===== config.mk =====
export PLATFORM = sky130hd
export DESIGN_NAME = irq_pending_sequencer
export DESIGN_NICKNAME = d
export VERILOG_FILES = /design/src/rtl/irq_pending_sequencer.sv
export SDC_FILE = /design/constraint.sdc
export NUM_CORES = 1
export LEC_CHECK = 0
export CORE_ASPECT_RATIO = 1.1
export CORE_MARGIN = 2
export CORE_UTILIZATION = 35
export CTS_CLUSTER_DIAMETER = 40
export DETAILED_ROUTE_END_ITERATION = 6
export PLACE_DENSITY = 0.67
export SYNTH_ARGS = -nofsm -noshare
export SYNTH_HDL_FRONTEND = slang
export SYNTH_SLANG_ARGS = --single-unit

===== constraint.sdc =====
create_clock -name clk -period 1.64 [get_ports clk]
set_input_delay 0.246 -clock clk [delete_from_list [all_inputs] [get_ports clk]]
set_output_delay 0.246 -clock clk [all_outputs]
set_load 0.02 [all_outputs]

===== src/rtl/irq_pending_sequencer.sv =====
// Rising-edge request capture into a sticky pending register, lowest-index-first
// grant over valid/ready. Optional overrun flags are built when IRQ_OVERRUN_EN is defined.
module irq_pending_sequencer #(
  parameter int NUM_REQ = 8,
  parameter int IDX_W   = 3
) (
  input  logic               clk,
  input  logic               rst_n,
  input  logic [NUM_REQ-1:0] req,
  input  logic               flush,
  output logic               out_valid,
  input  logic               out_ready,
  output logic [IDX_W-1:0]   out_idx,
  output logic [NUM_REQ-1:0] pending,
`ifdef IRQ_OVERRUN_EN
  input  logic               overrun_clr,
  output logic [NUM_REQ-1:0] overrun,
`endif
  output logic               busy
);

  typedef enum logic [0:0] {
    IDLE  = 1'b0,
    OFFER = 1'b1
  } state_t;

  state_t             state_r;
  state_t             state_s;
  logic [NUM_REQ-1:0] req_q_r;
  logic [NUM_REQ-1:0] edge_s;
  logic [NUM_REQ-1:0] clr_s;
  logic [NUM_REQ-1:0] pending_s;
  logic [IDX_W-1:0]   idx_s;
  logic               accept_s;
  logic               valid_s;

  function automatic logic [IDX_W-1:0] lowest_set(input logic [NUM_REQ-1:0] v);
    logic [IDX_W-1:0] r;
    r = {IDX_W{1'b0}};
    for (int i = NUM_REQ - 1; i >= 0; i--) begin
      if (v[i]) begin
        r = IDX_W'(i);
      end else begin
        r = r;
      end
    end
    return r;
  endfunction

  assign edge_s   = req & ~req_q_r;
  assign accept_s = (state_r == OFFER) & out_ready;
  assign clr_s    = accept_s ? (NUM_REQ'(1'b1) << out_idx) : {NUM_REQ{1'b0}};
  assign busy     = (pending != {NUM_REQ{1'b0}}) | out_valid;

  // A set in the same cycle as a clear keeps the bit pending.
  always_comb begin
    pending_s = {NUM_REQ{1'b0}};
    if (flush) begin
      pending_s = {NUM_REQ{1'b0}};
    end else begin
      pending_s = (pending & ~clr_s) | edge_s;
    end
  end

  always_comb begin
    state_s = state_r;
    idx_s   = out_idx;
    case (state_r)
      IDLE: begin
        if (!flush && (pending != {NUM_REQ{1'b0}})) begin
          state_s = OFFER;
          idx_s   = lowest_set(pending);
        end else begin
          state_s = IDLE;
        end
      end
      OFFER: begin
        if (flush || out_ready) begin
          state_s = IDLE;
        end else begin
          state_s = OFFER;
        end
      end
      default: begin
        state_s = IDLE;
      end
    endcase
    valid_s = (state_s == OFFER);
  end

  always_ff @(posedge clk or negedge rst_n) begin
    if (!rst_n) begin
      req_q_r   <= {NUM_REQ{1'b0}};
      pending   <= {NUM_REQ{1'b0}};
      state_r   <= IDLE;
      out_valid <= 1'b0;
      out_idx   <= {IDX_W{1'b0}};
    end else begin
      req_q_r   <= req;
      pending   <= pending_s;
      state_r   <= state_s;
      out_valid <= valid_s;
      out_idx   <= idx_s;
    end
  end

`ifdef IRQ_OVERRUN_EN
  logic [NUM_REQ-1:0] ovr_set_s;
  logic [NUM_REQ-1:0] overrun_s;

  // A repeat edge counts only if the bit survives this cycle; flush clears it.
  always_comb begin
    ovr_set_s = {NUM_REQ{1'b0}};
    overrun_s = overrun;
    if (flush) begin
      ovr_set_s = {NUM_REQ{1'b0}};
    end else begin
      ovr_set_s = edge_s & pending & ~clr_s;
    end
    if (overrun_clr) begin
      overrun_s = ovr_set_s;
    end else begin
      overrun_s = overrun | ovr_set_s;
    end
  end

  always_ff @(posedge clk or negedge rst_n) begin
    if (!rst_n) begin
      overrun <= {NUM_REQ{1'b0}};
    end else begin
      overrun <= overrun_s;
    end
  end
`endif

endmodule


==> Word level (Yosys, flattened, before mapping) <==
Cells that the tools add are included.
{ "totals": {"reg_bits": 20, "inputBits": 12, "output_inout_bits": 13, "elab_cells": 31} }
{ "op_classes": {"n_shift": 1, "mux": 13, "bitwise_logic": 8, "reduce_logical": 5} }
{ "ops": {"columns": ["operator", "n"], "rows": [
  ["2-to-1 mux 3 bit", 8],
  ["AND 8 bit", 2],
  ["2-to-1 mux 8 bit", 2],
  ["inverter 8 bit", 2],
  ["OR 8 bit", 1],
  ["nonzero test 8 bit", 1],
  ["<< shifter 1 x 3 -> 8 bit, first input constant", 1],
  ["2-to-1 mux 1 bit", 2],
  ["one-hot mux 1 bit (2 select lines)", 1],
  ["AND reduction 2 bit", 1],
  ["AND 1 bit", 1],
  ["logical AND 1 bit", 1],
  ["logical NOT 1 bit", 1],
  ["logical OR 1 bit", 1],
  ["inverter 1 bit", 1],
  ["OR 1 bit", 1]
]} }

==> Depth between registers and ports, before layout <==
Gate-level depths: netlist (run 1).
{ "depth": {"ltp_word": 8, "ltp_mapped": 5, "depth_no_buf": 4} }

==> Least setup slack after synthesis (run 1) <==
No wires, ideal clock.
{ "synth_path": {"path_type": "register -> register", "from": "reg pending[3]", "to": "reg state_r", "setup_ps": 117, "arrival_time_ps": 1602, "t_required_ps": 1523, "path_slack_ps": -79, "path_stages_with_launch": 4, "n_path_buf": 0, "synth_period_minus_slack_ps": 1719, "path_cell_list": "dfrtp_1 or4_4 or3_4 and2_4"} }
{ "synth_between": {"elab_chain_cells": 4} }
{ "synth_rtl": {"columns": ["element", "line", "rtl"], "rows": [
  ["from (decl)", "14", "output logic [NUM_REQ-1:0] pending,"],
  ["from (signal assigned)", "94", "pending <= {NUM_REQ{1'b0}};"],
  ["from (signal assigned)", "100", "pending <= pending_s;"],
  ["nonzero test 8 bit", "70", "if (!flush && (pending != {NUM_REQ{1'b0}})) begin"],
  ["logical AND 1 bit", "70", null],
  ["2-to-1 mux 1 bit", "70", null],
  ["one-hot mux 1 bit (2 select lines)", "68", "case (state_r)"],
  ["named net state_s", "28", "state_t state_s;"],
  ["to (signal assigned)", "101", "state_r <= state_s;"],
  ["to (decl)", "27", "state_t state_r;"]
]} }
The timed path passes the listed nets, and every way through them passes these cells.
A chain may end at the register's enable or synchronous reset.

==> Final worst setup path (run 1) <==
{ "layout_path": {"from": "reg pending[1]", "to": "out busy"} }
{ "layout_between": {"elab_chain_cells": 2} }
{ "layout_rtl": {"columns": ["element", "line", "rtl"], "rows": [
  ["nonzero test 8 bit", "53", "assign busy = (pending != {NUM_REQ{1'b0}}) | out_valid;"],
  ["OR 1 bit", "53", null],
  ["to (decl)", "19", "output logic busy"]
]} }
No other way between the ends.

==> results.md, run 1 <==
- Worst-path maximum fanout: 2
- Post-CTS setup buffer count: 0
- Top cells by instance count after synthesis: sky130_fd_sc_hd__dfrtp_1, sky130_fd_sc_hd__a21oi_1, sky130_fd_sc_hd__nand2b_1
- Clock buffer depth: 2
- Areal power density over the cells: 1050 nW/µm²
- Post-route total power: 1.33 mW
- Count of boundary I/O pins: 25
- GRT Resource Usage Total: 0.161
- Clock Pin Slew Worst Setup and Hold Paths: 0.12 ns
- Clock tree sinks: 20
- Number of global-route vias before repair: 715
- DRT Pass-1 Iters: 5
- Count of nets after finishing: 125
- Top delay family on crit path: simple AND/OR/NAND/NOR gates
- Leakage power summed over all cells: 0.594 nW
- Number of antenna violations at the first check in global routing: 0
- Initial Util: 0.365
- Critical path data arrival time: 1.77 ns
- Synth Flop Type: sky130_fd_sc_hd__dfrtp_1
- Detailed router's first-iteration violation count: 6
- CTS Buf Count: 3
- Netlist Area Pre-Place: 806 µm²
- Number of distinct standard cells referenced by the synthesized netlist: 19
- Kind of end point of the critical path: output pin
- Worst supply voltage drop on vdd: 0.601 mV
- Violations in the final reports: negative setup slack
- Critical path buffers and inverters: 1
- Cell-by-cell trace of the critical path: or4_4, or3_4, buf_6
- RSZ-0062 raised after global routing: true
- Share of synthesized registers carrying an async set or reset: 1.00
- Post-synth net total: 83
- Number of nets with antenna violations after routing: 0
- Crit path time final: 2.02 ns
- Vias after detailed routing: 691
- Gr ovfl total: 0
- Worst Setup Start Kind: flip-flop
- Fin Setup TNS: -0.404 ns
- Number of enable flip-flop cells after synthesis: 0
- Area delta synth->final: 57.0%
- Post-route non-filler standard cell count: 142
- Worst Path Required: 1.39 ns
- Row cnt: 18
- Worst slew slack as a fraction of its limit: 0.806
- Total length of routed wires: 1.86 mm
- Maximum level of the CTS H-tree: 1
- Fraction of layout instances using a drive strength above 1: 0.277
- DRC violations left: 0
- CTS Root Buffer Type: sky130_fd_sc_hd__clkbuf_4
- Crit-path slowest cell: sky130_fd_sc_hd__or4_4
- Final hold viol count: 0
- Synth warn: 0
- Maximum number of pins on one net before global-route repair: 21
- Input/output buffers: 24
- Most common cell in the netlist: sky130_fd_sc_hd__dfrtp_1
- Average detailed-routed wire length per instance: 13.1 µm
- CTS tree: yes
- Max-Cap Viols: 0
- Flop and latch count out of synthesis: 20
- Number of filler instances in the final layout: 212
- Antenna diode count: 0
- Clock network latency to the later pin of the worst-skew pair: 0.31 ns
- Count of pins over their slew limit: 0
- Post-Syn Instances: 71
- Die extent in x: 49.8 µm
- Worst setup slack after placement: -0.444 ns
- First-pass GRT wire length: 3.16 mm
- Die Ht: 54.3 µm
- DPL Wire Length: 1.39 mm
- Worst clock skew on the final layout: 0.0157 ns
- Peak per-stage delay on the critical path: 0.54 ns
- Most area-hungry cell type in the Yosys netlist: sky130_fd_sc_hd__dfrtp_1
- Placeable core region: 2210 µm²
- Period utilization: 1.23
- Transition time at the pin with the least slew margin: 0.289 ns
- Part of the Yosys area used for sequential elements: 0.621
- Share of the core filled with cells: 0.573
- Path class of the lowest-slack min-delay path: input pin to async pin
- Post-placement cell count: 138
- Routability Congestion: 0.872
- Synthesized area per cell: 11.3 µm²
- Status: finished with violations
- Hold buffer count at cts: 0
- Max Freq: 496 MHz
- Number of setup violations in the final report: 2
- Cell types occupying the most area after synthesis: sky130_fd_sc_hd__dfrtp_1, sky130_fd_sc_hd__nand2b_1, sky130_fd_sc_hd__a21oi_1
- Ratio of routed vias to standard cells: 4.87
- CP Class: flip-flop to output pin
- Share of the synthesized area in the top cell type: 0.621
- Area of the die: 2700 µm²
- Post-route worst setup slack: -0.377 ns
## final timing paths
| kind | from | endpoint | slack, ns | cells past startpoint |
|---|---|---|---|---|
| max in group asynchronous | rst_n | pending[3] | 1.14 | 2 |
| setup reg to reg | pending[6] | out_idx[0] | -0.03 | 4 |
| min in group clk | req[7] | req_q_r[7] | 0.39 | 1 |
| hold reg to reg | req_q_r[1] | pending[1] | 0.49 | 2 |
| setup / recovery | pending[1] | busy | -0.38 | 3 |
| hold / removal | rst_n | out_idx[0] | 0.26 | 2 |
## power breakdown
group	total, mW	switching, mW	internal [mW]
registers	0.588	0.0468	0.541
logic	0.343	0.167	0.176
clock network	0.401	0.153	0.247
## area by class of cell
class                   instances  area [µm²]  area share
flip-flops and latches         20         505       0.400
repair buffers                 38         347       0.274
multi-input cells              49         319       0.252
well taps                      30        37.5      0.0297
clock inverters                 1        30.0      0.0237
clock buffers                   3        22.5      0.0178
inverters                       1        3.75     0.00297
## what timing repair did
action                     4_1_cts  5_1_grt
gates resized for setup         19        5
setup endpoints to repair       12        5
cloned                           0        0
hold endpoints to repair         0        0
pin swaps                        4        0
## flip-flops by register name, indices dropped and copies added (netlist names)
name and flops:
pending 8, req_q_r 8, out_idx 3, state_r 1
## metrics by stage
step / instance area, µm² / hold WS, ns
6_report: 1260 / 0.258
5_1_grt: 1260 / 0.261
4_1_cts: 1250 / 0.270
3_5_place_dp: 1190 / 0.479
3_3_place_gp: 1190 / 0.481
2_1_floorplan: 811 / -0.0496
## kinds of logic after synthesis
group | count (synthesis) | share of synthesized area
AND/OR/NAND/NOR | 24 | 0.191
AO/OA/AOI/OAI | 24 | 0.165
multiplexers | 1 | 0.0140
flip-flops | 20 | 0.621
buffers and inverters | 2 | 0.00931
## metal layers
layer / track usage / wire length [µm]
met5: 0 / 0
met4: 0.0833 / 5
met3: 0.0410 / 88
met2: 0.298 / 977
met1: 0.172 / 789
## placed cells by master (no fill, tap or decap), types with 2 or more instances in the layout
cell and count:
sky130_fd_sc_hd__clkdlybuf4s50_1 11, sky130_fd_sc_hd__nor2_1 2, sky130_fd_sc_hd__o21ai_0 8, sky130_fd_sc_hd__dfrtp_1 16, sky130_fd_sc_hd__dlymetal6s2s_1 2, sky130_fd_sc_hd__buf_6 3
sky130_fd_sc_hd__or4_4 2, sky130_fd_sc_hd__o31ai_1 2, sky130_fd_sc_hd__a21oi_1 12, sky130_fd_sc_hd__dfrtp_2 4, sky130_fd_sc_hd__clkbuf_4 3, sky130_fd_sc_hd__buf_4 12
sky130_fd_sc_hd__nor3_1 3, sky130_fd_sc_hd__nand2b_1 10, sky130_fd_sc_hd__dlygate4sd2_1 10
(Power assumes the default switching activity.)
==> inputs of run 2 (changes only) <==
--- a/config.mk
+++ b/config.mk
@@ -14,3 +14,4 @@
 export SYNTH_ARGS = -nofsm -noshare
 export SYNTH_HDL_FRONTEND = slang
 export SYNTH_SLANG_ARGS = --single-unit
+export TNS_END_PERCENT = 100
==> results of run 2 <==
Same layout as run 1: the final DEF is identical, and so are final timing and power.
